### config.mk
export PLATFORM = sky130hd
export DESIGN_NAME = psram_bus_arb
export DESIGN_NICKNAME = d
export VERILOG_FILES = /design/src/rtl/psram_bus_arb_pkg.sv /design/src/rtl/psram_rr_pick.sv /design/src/rtl/psram_bus_arb.sv
export SDC_FILE = /design/constraint.sdc
export NUM_CORES = 1
export LEC_CHECK = 0
export ABC_AREA = 1
export ABC_CLOCK_PERIOD_IN_PS = 2800
export BUFFER_PORTS_ARGS = -buffer_cell sky130_fd_sc_hd__buf_2
export CAP_MARGIN = 20
export CORE_AREA = 8 8 127 129
export DETAILED_ROUTE_END_ITERATION = 8
export DIE_AREA = 0 0 135 137
export GPL_TIMING_DRIVEN = 0
export PLACE_DENSITY = 0.76
export SLEW_MARGIN = 20
export SYNTH_ARGS = -nofsm -noshare
export SYNTH_HDL_FRONTEND = slang
export SYNTH_HIERARCHICAL = 1
export SYNTH_SLANG_ARGS = --single-unit
### constraint.sdc
create_clock -name clk_i -period 2.8 [get_ports clk_i]
set_clock_uncertainty 0.05 [all_clocks]
set_input_delay 0.14 -clock clk_i [delete_from_list [all_inputs] [get_ports clk_i]]
set_output_delay 0.14 -clock clk_i [all_outputs]
set_load 0.05 [all_outputs]
### src/rtl/psram_bus_arb_pkg.sv
// Shared types and constants for the PSRAM bus arbiter.
// Latency: n/a (declarations only).
// Backpressure: n/a.
package psram_bus_arb_pkg;

  typedef enum logic [2:0] {
    IDLE   = 3'd0,
    BUSY   = 3'd1,
    ERR    = 3'd2,
    RESP   = 3'd3,
    LOCKED = 3'd4
  } state_t;

  // Default chip-select count and the width of the chip index field.
  localparam int NCS_DEF = 4;
  localparam int CSW     = $clog2(NCS_DEF);

  // Read data returned for requests to unpopulated chips.
  localparam logic [31:0] ERR_RDATA = 32'h0;

endpackage

### src/rtl/psram_rr_pick.sv
// Combinational round-robin picker: first set request at or after ptr, wrapping.
// Latency: 0 cycles (pure combinational).
// Backpressure: none; caller decides when to act on the pick.
module psram_rr_pick #(
  parameter int NREQ = 3,
  parameter int PW   = (NREQ > 1) ? $clog2(NREQ) : 1
) (
  input  logic [NREQ-1:0] req,
  input  logic [PW-1:0]   ptr,
  output logic [NREQ-1:0] gnt,
  output logic [PW-1:0]   idx,
  output logic            any
);

  logic [PW:0]   sum;
  logic [PW-1:0] cand;

  // Walk the requesters starting at ptr and latch the first one that is set.
  always_comb begin
    gnt  = '0;
    idx  = '0;
    any  = 1'b0;
    sum  = '0;
    cand = '0;
    for (int i = 0; i < NREQ; i++) begin
      sum = {1'b0, ptr} + (PW+1)'(i);
      if (sum >= (PW+1)'(NREQ)) begin
        sum = sum - (PW+1)'(NREQ);
      end
      cand = sum[PW-1:0];
      if (!any && req[cand]) begin
        any       = 1'b1;
        gnt[cand] = 1'b1;
        idx       = cand;
      end
    end
  end

endmodule

### src/rtl/psram_bus_arb.sv
// Round-robin arbiter sharing one PSRAM controller port; one transaction in flight.
// Latency: request -> mem_valid_o next cycle; mem_ready_i -> req_ready_o next cycle; bad chip -> ready at +2.
// Backpressure: requesters hold valid until the one-cycle ready pulse; controller stalls by withholding mem_ready_i.
module psram_bus_arb
  import psram_bus_arb_pkg::*;
#(
  parameter int NREQ     = 3,
  parameter int AW       = 23,
  parameter int NCS      = 1 << CSW,
  parameter int NCS_EN   = 1,
  parameter int MAX_LOCK = 4
) (
  input  logic              clk_i,
  input  logic              rst_i,
  input  logic [NREQ-1:0]   req_valid_i,
  input  logic [NREQ-1:0]   req_lock_i,
  input  logic [NREQ*32-1:0] req_addr_i,
  input  logic [NREQ*32-1:0] req_wdata_i,
  input  logic [NREQ*4-1:0] req_wstrb_i,
  output logic [NREQ-1:0]   req_ready_o,
  output logic [31:0]       req_rdata_o,
  output logic [NREQ-1:0]   req_err_o,
  output logic              mem_valid_o,
  input  logic              mem_ready_i,
  output logic [AW-1:0]     mem_addr_o,
  output logic [31:0]       mem_wdata_o,
  output logic [3:0]        mem_wstrb_o,
  output logic [NCS-1:0]    mem_cs_o,
  input  logic [31:0]       mem_rdata_i
);

  localparam int PW = (NREQ > 1) ? $clog2(NREQ) : 1;
  localparam int CW = (NCS > 1) ? $clog2(NCS) : 1;
  localparam int LW = $clog2(MAX_LOCK + 1);
  localparam logic [NCS-1:0] CS_ONE = NCS'(1);

  state_t          state;
  logic [PW-1:0]   ptr;
  logic [PW-1:0]   g;
  logic [NREQ-1:0] g_oh;
  logic [LW-1:0]   lock_cnt;
  logic [PW-1:0]   nxt_ptr;

  logic [NREQ-1:0] pick_gnt;
  logic [PW-1:0]   pick_idx;
  logic            pick_any;

  logic [31:0] addr_a  [NREQ];
  logic [31:0] wdata_a [NREQ];
  logic [3:0]  wstrb_a [NREQ];

  logic            take;
  logic [PW-1:0]   sel;
  logic [NREQ-1:0] sel_oh;
  logic [31:0]     sel_addr;
  logic [31:0]     sel_wdata;
  logic [3:0]      sel_wstrb;
  logic [CW-1:0]   sel_cidx;
  logic            sel_oor;
  logic            unused_addr_hi;

  for (genvar i = 0; i < NREQ; i++) begin : g_unpack
    assign addr_a[i]  = req_addr_i[i*32 +: 32];
    assign wdata_a[i] = req_wdata_i[i*32 +: 32];
    assign wstrb_a[i] = req_wstrb_i[i*4 +: 4];
  end

  psram_rr_pick #(
    .NREQ (NREQ),
    .PW   (PW)
  ) u_pick (
    .req (req_valid_i),
    .ptr (ptr),
    .gnt (pick_gnt),
    .idx (pick_idx),
    .any (pick_any)
  );

  assign nxt_ptr = (g == PW'(NREQ - 1)) ? '0 : g + 1'b1;

  // Choose the request to accept: round-robin pick in IDLE, only the lock holder in LOCKED.
  always_comb begin
    sel       = (state == LOCKED) ? g : pick_idx;
    sel_oh    = (state == LOCKED) ? g_oh : pick_gnt;
    take      = ((state == IDLE) && pick_any) || ((state == LOCKED) && req_valid_i[g]);
    sel_addr  = addr_a[sel];
    sel_wdata = wdata_a[sel];
    sel_wstrb = wstrb_a[sel];
    sel_cidx  = sel_addr[AW+CW-1:AW];
    sel_oor   = 32'(sel_cidx) >= 32'(NCS_EN);
  end

  // Address bits above the chip field carry no meaning for the PSRAM.
  assign unused_addr_hi = ^sel_addr[31:AW+CW];

  // Arbitration / sequencing FSM with all outputs registered.
  always_ff @(posedge clk_i) begin
    if (rst_i) begin
      state       <= IDLE;
      ptr         <= '0;
      g           <= '0;
      g_oh        <= '0;
      lock_cnt    <= '0;
      mem_valid_o <= 1'b0;
      mem_addr_o  <= '0;
      mem_wdata_o <= '0;
      mem_wstrb_o <= '0;
      mem_cs_o    <= '0;
      req_ready_o <= '0;
      req_err_o   <= '0;
      req_rdata_o <= '0;
    end else begin
      req_ready_o <= '0;
      req_err_o   <= '0;
      req_rdata_o <= '0;
      case (state)
        IDLE, LOCKED: begin
          if (take) begin
            g    <= sel;
            g_oh <= sel_oh;
            if (sel_oor) begin
              state <= ERR;
            end else begin
              state       <= BUSY;
              mem_valid_o <= 1'b1;
              mem_addr_o  <= sel_addr[AW-1:0];
              mem_wdata_o <= sel_wdata;
              mem_wstrb_o <= sel_wstrb;
              mem_cs_o    <= CS_ONE << sel_cidx;
            end
          end else if ((state == LOCKED) && !req_lock_i[g]) begin
            state    <= IDLE;
            ptr      <= nxt_ptr;
            lock_cnt <= '0;
          end
        end
        BUSY: begin
          if (mem_ready_i) begin
            mem_valid_o <= 1'b0;
            mem_cs_o    <= '0;
            req_ready_o <= g_oh;
            req_rdata_o <= mem_rdata_i;
            state       <= RESP;
          end
        end
        ERR: begin
          req_ready_o <= g_oh;
          req_err_o   <= g_oh;
          req_rdata_o <= ERR_RDATA;
          state       <= RESP;
        end
        RESP: begin
          if (req_lock_i[g] && (lock_cnt < LW'(MAX_LOCK - 1))) begin
            lock_cnt <= lock_cnt + 1'b1;
            state    <= LOCKED;
          end else begin
            lock_cnt <= '0;
            ptr      <= nxt_ptr;
            state    <= IDLE;
          end
        end
        default: state <= IDLE;
      endcase
    end
  end

endmodule

---- Word-level counts from Yosys, hierarchy flattened ----
Index checks and enable logic that the tools add are counted.
storage, ports and cells
  register bits after elaboration ......... 115
  bits of input ports ..................... 245
  output and inout port bits .............. 102
  logic and storage cells ................. 142
operators by class
  add/sub/neg operators ................... 7
  $lt $le $gt $ge ......................... 13
  eq/ne operators ......................... 12
  shifts and indexed selects .............. 1
  multiplexer cells ....................... 62
  bitwise gates (word level) .............. 8
  reduce and logical (&&, ||, !) cells .... 26
operators by type and width
  cell                   number
  $bmux W32 S2           2
  $mux W32               2
  $mux W25               2
  $mux W3                10
  $mux W2                12
  $mux W4                5
  $mux W1                14
  $lt A2 B3 Y1 const B   4
  $ne A2 B2 Y1 const B   6
  $pmux W3 S2            2
  $pmux W3 S4            1
  $bmux W1 S2            5
  $logic_and A1 B1 Y1    9
  $reduce_and A3 Y1      3
  $bmux W4 S2            1
  $ge A2 B1 Y1 const B   4
  $pmux W4 S2            1
  $reduce_and A4 Y1      2
  $demux W1 S2           3
  $eq A3 B2 Y1 const B   2
  $ge A3 B2 Y1 const B   2
  $or A3 B3 Y3           2
  $sub A2 B2 Y2 const B  3
  $not A1 Y1             5
  other kinds (22)       27

---- Depth between registers and ports, before layout ----
  depth after elaboration ................. 20
  depth in mapped cells ................... 21
  mapped depth without buffers ............ 21

---- Hierarchy ----
The synthesis kept the hierarchy.
modules (own cells, without submodules)
  module         times used  cells an instance  area an instance (um^2)  seq. area each (um^2)
  psram_bus_arb  1           781                5,305.1                  2,302.2
  psram_rr_pick  1           58                 321.6                    0.0

---- Worst setup path after synthesis ----
OpenSTA, ideal clock, no wires.
  path kind ............................... register -> register
  start ................................... register ptr[0]
  end ..................................... register mem_addr_o[17]
  library setup time ...................... 0.071 ns
  arrival ................................. 2.385 ns
  data required time ...................... 2.679 ns
  path slack .............................. 0.295 ns
  cell stages (with the launch flop) ...... 18
  buffers on the path ..................... 2
  clock period less this slack ............ 2.505 ns
  cell sequence ........................... dfxtp_1 inv_1 ha_1 inv_2 nand2_1 nand3_1 nand2_2 inv_2 nand4_1 nand2_1 nand2_1 nand2_2 buf_2 clkbuf_1 nor2_1 o21ai_0 nand3_1 a21oi_1
on the way
  cells in the longest elaborated chain, start to end .. 19
  elaborated cells between the ends (all ways) .. 37
  classes of those cells .................. 5 x add/sub; 4 x order compare; 19 x mux; 2 x bitwise; 7 x reduce/logical
ends and longest elaborated chain
  what                                                                    line                  RTL
  start: declaration                                                      psram_bus_arb.sv:38   logic [PW-1:0] ptr;
  start signal: assignment                                                psram_bus_arb.sv:133  ptr <= nxt_ptr;
  start signal: assignment                                                psram_bus_arb.sv:158  ptr <= nxt_ptr;
  parallel branches: the longest is 10 deep, another holds $add A2 B1 Y3  --
  $mux W2 (*)                                                             psram_rr_pick.sv:31   if (!any && req[cand]) begin
  net pick_idx[0]                                                         psram_bus_arb.sv:45   logic [PW-1:0] pick_idx;
  $mux W2 (*)                                                             psram_bus_arb.sv:83   sel = (state == LOCKED) ? g : pick_idx;
  $not A2 Y3 (not written as such) (*)                                    psram_bus_arb.sv:86   sel_addr = addr_a[sel];
  $bmux W32 S2 (*)                                                        psram_bus_arb.sv:86
  $mux W25 (not written as such) (*) (2 in a row)                         psram_bus_arb.sv:86
  $ge A2 B1 Y1                                                            psram_bus_arb.sv:90   sel_oor = 32'(sel_cidx) >= 32'(NCS_EN);
  $not A1 Y1 (no source line)                                             --
  $reduce_and A3 Y1 (no source line)                                      --
  end signal: assignment                                                  psram_bus_arb.sv:126  mem_addr_o <= sel_addr[AW-1:0];
  end: declaration                                                        psram_bus_arb.sv:25   output logic [AW-1:0] mem_addr_o,
Mark *: on every way through the listed nets, which the timed path passes. The select of a mux whose other input is x is not followed.
A chain may end at the register's enable or synchronous reset.

---- Final worst setup path ----
  start ................................... register ptr[0]
  end ..................................... register mem_wdata_o[19]
on the way
  cells in the longest elaborated chain, start to end .. 19
  elaborated cells between the ends (all ways) .. 40
  classes of those cells .................. 5 x add/sub; 4 x order compare; 22 x mux; 2 x bitwise; 7 x reduce/logical
ends and longest elaborated chain
  what                                                                    line                                      RTL
  parallel branches: the longest is 10 deep, another holds $add A2 B1 Y3  --
  $mux W2 (*)                                                             psram_rr_pick.sv:31
  net pick_idx[1]                                                         psram_bus_arb.sv:45
  $mux W2 (*)                                                             psram_bus_arb.sv:83
  $not A2 Y3 (not written as such) (*)                                    psram_bus_arb.sv:86, psram_bus_arb.sv:87
  $bmux W32 S2                                                            psram_bus_arb.sv:86
  $mux W25 (not written as such) (2 in a row)                             psram_bus_arb.sv:86
  $ge A2 B1 Y1                                                            psram_bus_arb.sv:90
  $not A1 Y1 (no source line)                                             --
  $reduce_and A3 Y1 (no source line)                                      --
  end signal: assignment                                                  psram_bus_arb.sv:127                      mem_wdata_o <= sel_wdata;
  end: declaration                                                        psram_bus_arb.sv:26                       output logic [31:0] mem_wdata_o,
Marked as above.

==> summary.txt <==
Worst EP arrival: 3.05 ns
GRT Residual Overflow: 0
Cells after synthesis: 839
Vias post-DR: 7,422
Crit path max-delay cell type: dfxtp_4
Root buf cell: clkbuf_16
Most common cell after layout, fill and taps aside: buf_2
Core box area: 0.01420 mm²
Slowest stage delay, CP: 0.37 ns
CP required: 3.09 ns
Status: finished, final reports clean
Gpl congestion: 0.9411
Worst slew margin: 60.45%
Drt total wl: 25.23 mm
Slew Limit Fails: 0
IO Port Bufs: 325
Post-Syn Area: 0.005627 mm²
Longest Clk Path Bufs: 2
RSZ-0062 raised after global routing: yes
Die ar.: 0.01850 mm²
Post-layout minimum cycle time: 2.755 ns
Final hold viol count: 0
Wire per inst: 17.71 µm
H-tree levels: 4
Hold WC Path Type: in2reg
IO Count: 347
Commonest non-fill, non-tap cells in the layout: buf_2, nand3_1, dfxtp_1, nor2_1, o21ai_0
Maximum VDD drop: 0.6546 mV
Pre-antenna DRT Iters: 6
CP max FO: 10
Clock insertion delay at the later pin of the skew report: 0.41 ns
Achievable Freq: 0.3629 GHz
Vias in the first global route: 7,076
#FFs+latches synth: 115
DP Cell Count: 1,348
Share of layout cells above drive strength 1: 36.03%
Vias per cell: 5.208
Synthesized net count: 1,089
Lkg Pwr: 4.306 nW
Std cell rows: 44
All-Layer GR Usage: 25.25%
# clock sinks: 115
Pin count of the biggest net entering global routing: 17
CTS buffer count: 17
Seq/Total Area, Yosys: 40.92%
Post-route ant nets: 0
Number of remaining DRC errors: 0
YS warnings: 6
Die Ht: 137 µm
Final setup fails: 0
Syn avg cell area: 6.706 µm²
Startpoint Class: register
Initial Utilization: 39.61%
MaxCap Viol Count: 0
Final period util: 98.40%
Initial antenna violation count: 3
First-pass GRT wire length: 36.78 mm
Delay-heaviest family, CP: simple AND/OR/NAND/NOR gates
Setup Crit Path Kind: reg2reg
Worst setup EP type: register
Die width: 135 µm
Starting DRT DRC Count: 579
Setup_tns: 0 ns
Worst-margin pin slew: 0.5932 ns
Critical Path, Cell by Cell: inv_2 -> ha_4 -> inv_2 -> nand2_1 -> nand3_1 -> nand2_2 -> inv_2 -> nand4_1 -> nand2_1 -> inv_1 -> nand2_2 -> o21ai_4 -> nand3_4 -> a21oi_4 -> buf_12 -> buf_6 -> buf_6 -> nand3_1 -> a21oi_1
Critical Path Most Common Cell: inv_2
Nets: 1,475
Clock-pin slew on the worst setup and hold paths: 0.06 ns
CTS tree: built
Post-detailed-placement half-perimeter wirelength: 18.32 mm
Non-filler cells, final: 1,425
Pwr/cell area: 1374 mW/mm²
CP Buf/Inv Count: 7
Area Growth Syn to Fin: 57.37%
Distinct cell type count after synthesis: 27
[worst reg2reg max path: stages, from the launching register on]
cell and delay (ns):
dfxtp_4 0.37, inv_2 0.07, ha_4 0.31, inv_2 0.05, nand2_1 0.06, nand3_1 0.07
nand2_2 0.11, inv_2 0.07, nand4_1 0.10, nand2_1 0.10, inv_1 0.09, nand2_2 0.07
o21ai_4 0.17, nand3_4 0.15, a21oi_4 0.20, buf_12 0.16, buf_6 0.11, buf_6 0.12
nand3_1 0.09, a21oi_1 0.17
[metal layers]
| metal | track usage, % | share of wire [%] | vias up |
|---|---|---|---|
| li1 | - | - | 3581 |
| met1 | 27.35 | 37 | 3393 |
| met2 | 43.60 | 49 | 400 |
| met3 | 8.921 | 11 | 48 |
| met4 | 11.47 | 2.4 | 0 |
| met5 | 0 | 0 | - |
[sequential cells by signal (all words and copies together) (netlist names)]
signal / flops
req_ready_o: 3
req_rdata_o: 32
state: 3
mem_cs_o: 4
mem_wdata_o: 32
g_oh: 3
ptr: 2
lock_cnt: 3
mem_wstrb_o: 4
g: 2
mem_addr_o: 23
req_err_o: 3
mem_valid_o: 1
[cells in the mapped netlist]
| library cell | instances | area [µm²] |
|---|---|---|
| nand3_4 | 1 | 17.52 |
| nand2_2 | 4 | 25.02 |
| buf_1 | 1 | 3.750 |
| nand4_1 | 4 | 25.02 |
| a21oi_1 | 74 | 370.4 |
| nand2_1 | 107 | 401.6 |
| o21ai_0 | 115 | 575.6 |
| o21ai_1 | 14 | 70.07 |
| nor3_1 | 11 | 55.05 |
| dfxtp_1 | 115 | 2302 |
| o211ai_1 | 1 | 7.510 |
| a31oi_1 | 1 | 6.260 |
| buf_4 | 1 | 7.510 |
| inv_1 | 65 | 244.0 |
| nand2_4 | 1 | 11.26 |
| nand3_2 | 1 | 10.01 |
| nand3_1 | 144 | 720.7 |
| o22ai_1 | 1 | 6.260 |
| o21ai_2 | 1 | 8.760 |
| a21oi_2 | 1 | 8.760 |
| nor2_4 | 1 | 11.26 |
| buf_2 | 20 | 100.1 |
| o21ai_4 | 1 | 16.27 |
| nor2_1 | 106 | 397.9 |
| inv_2 | 3 | 11.26 |
| ha_1 | 5 | 62.56 |
| clkbuf_1 | 40 | 150.1 |
[final timing paths]
check | start | end | slack [ns] | cells after the start
max reg2reg | ptr[0] | mem_wdata_o[19] | 0.04 | 19
max | ptr[0] | mem_wdata_o[19] | 0.04 | 19
min | req_addr_i[72] | mem_addr_o[8] | 0.08 | 5
min reg2reg | mem_cs_o[2] | mem_cs_o[2] | 0.40 | 2
[kinds of logic after synthesis]
kind of cell / after synthesis / share of synthesized area [%]
buffers and inverters: 130 / 9.184
adders and majority gates: 5 / 1.112
AOI/OAI and AO/OA: 209 / 19.01
and+or+nand+nor: 380 / 29.78
DFF: 115 / 40.92
[cell type report]
cell class / count / area [µm²]
fill: 1268 / 5349
multi-input combinational: 595 / 2952
sequential: 115 / 2310
timing repair buffer: 368 / 2046
clock buffer: 20 / 466.7
buffer: 60 / 386.6
inverter: 68 / 255.2
tap: 184 / 230.2
clock inverter: 12 / 201.4
antenna: 3 / 7.507
[stage by stage]
stage	power, mW	instance area (µm²)	utilization, %	hold WS, ns	setup slack (ns)
3_3_place_gp	8.702	7483	52.69	0.3024	-0.4836
4_1_cts	11.50	8586	60.45	0.07371	0.01891
6_report	12.17	8855	62.34	0.08387	0.04478
3_5_place_dp	8.761	7483	52.69	0.3095	-0.5310
5_1_grt	12.91	8855	62.34	0.1023	-0.09905
2_1_floorplan	6.967	5627	-	0.2022	0.2945
[report_power, final]
part / total (mW) / internal, mW / switching [mW]
sequential: 2.36 / 2.11 / 0.252
clock: 2.46 / 1.65 / 0.805
combinational: 7.35 / 2.27 / 5.08
[what timing repair did]
item	in CTS	in global routing
gates resized for setup	33	100
hold buffers	32	0
endpoints found under the setup margin	63	66
hold endpoints to repair	32	0
pin swaps	2	18
buffers inserted	4	5
cloned	0	3
Note: power is estimated with default switching activity, not from simulation.
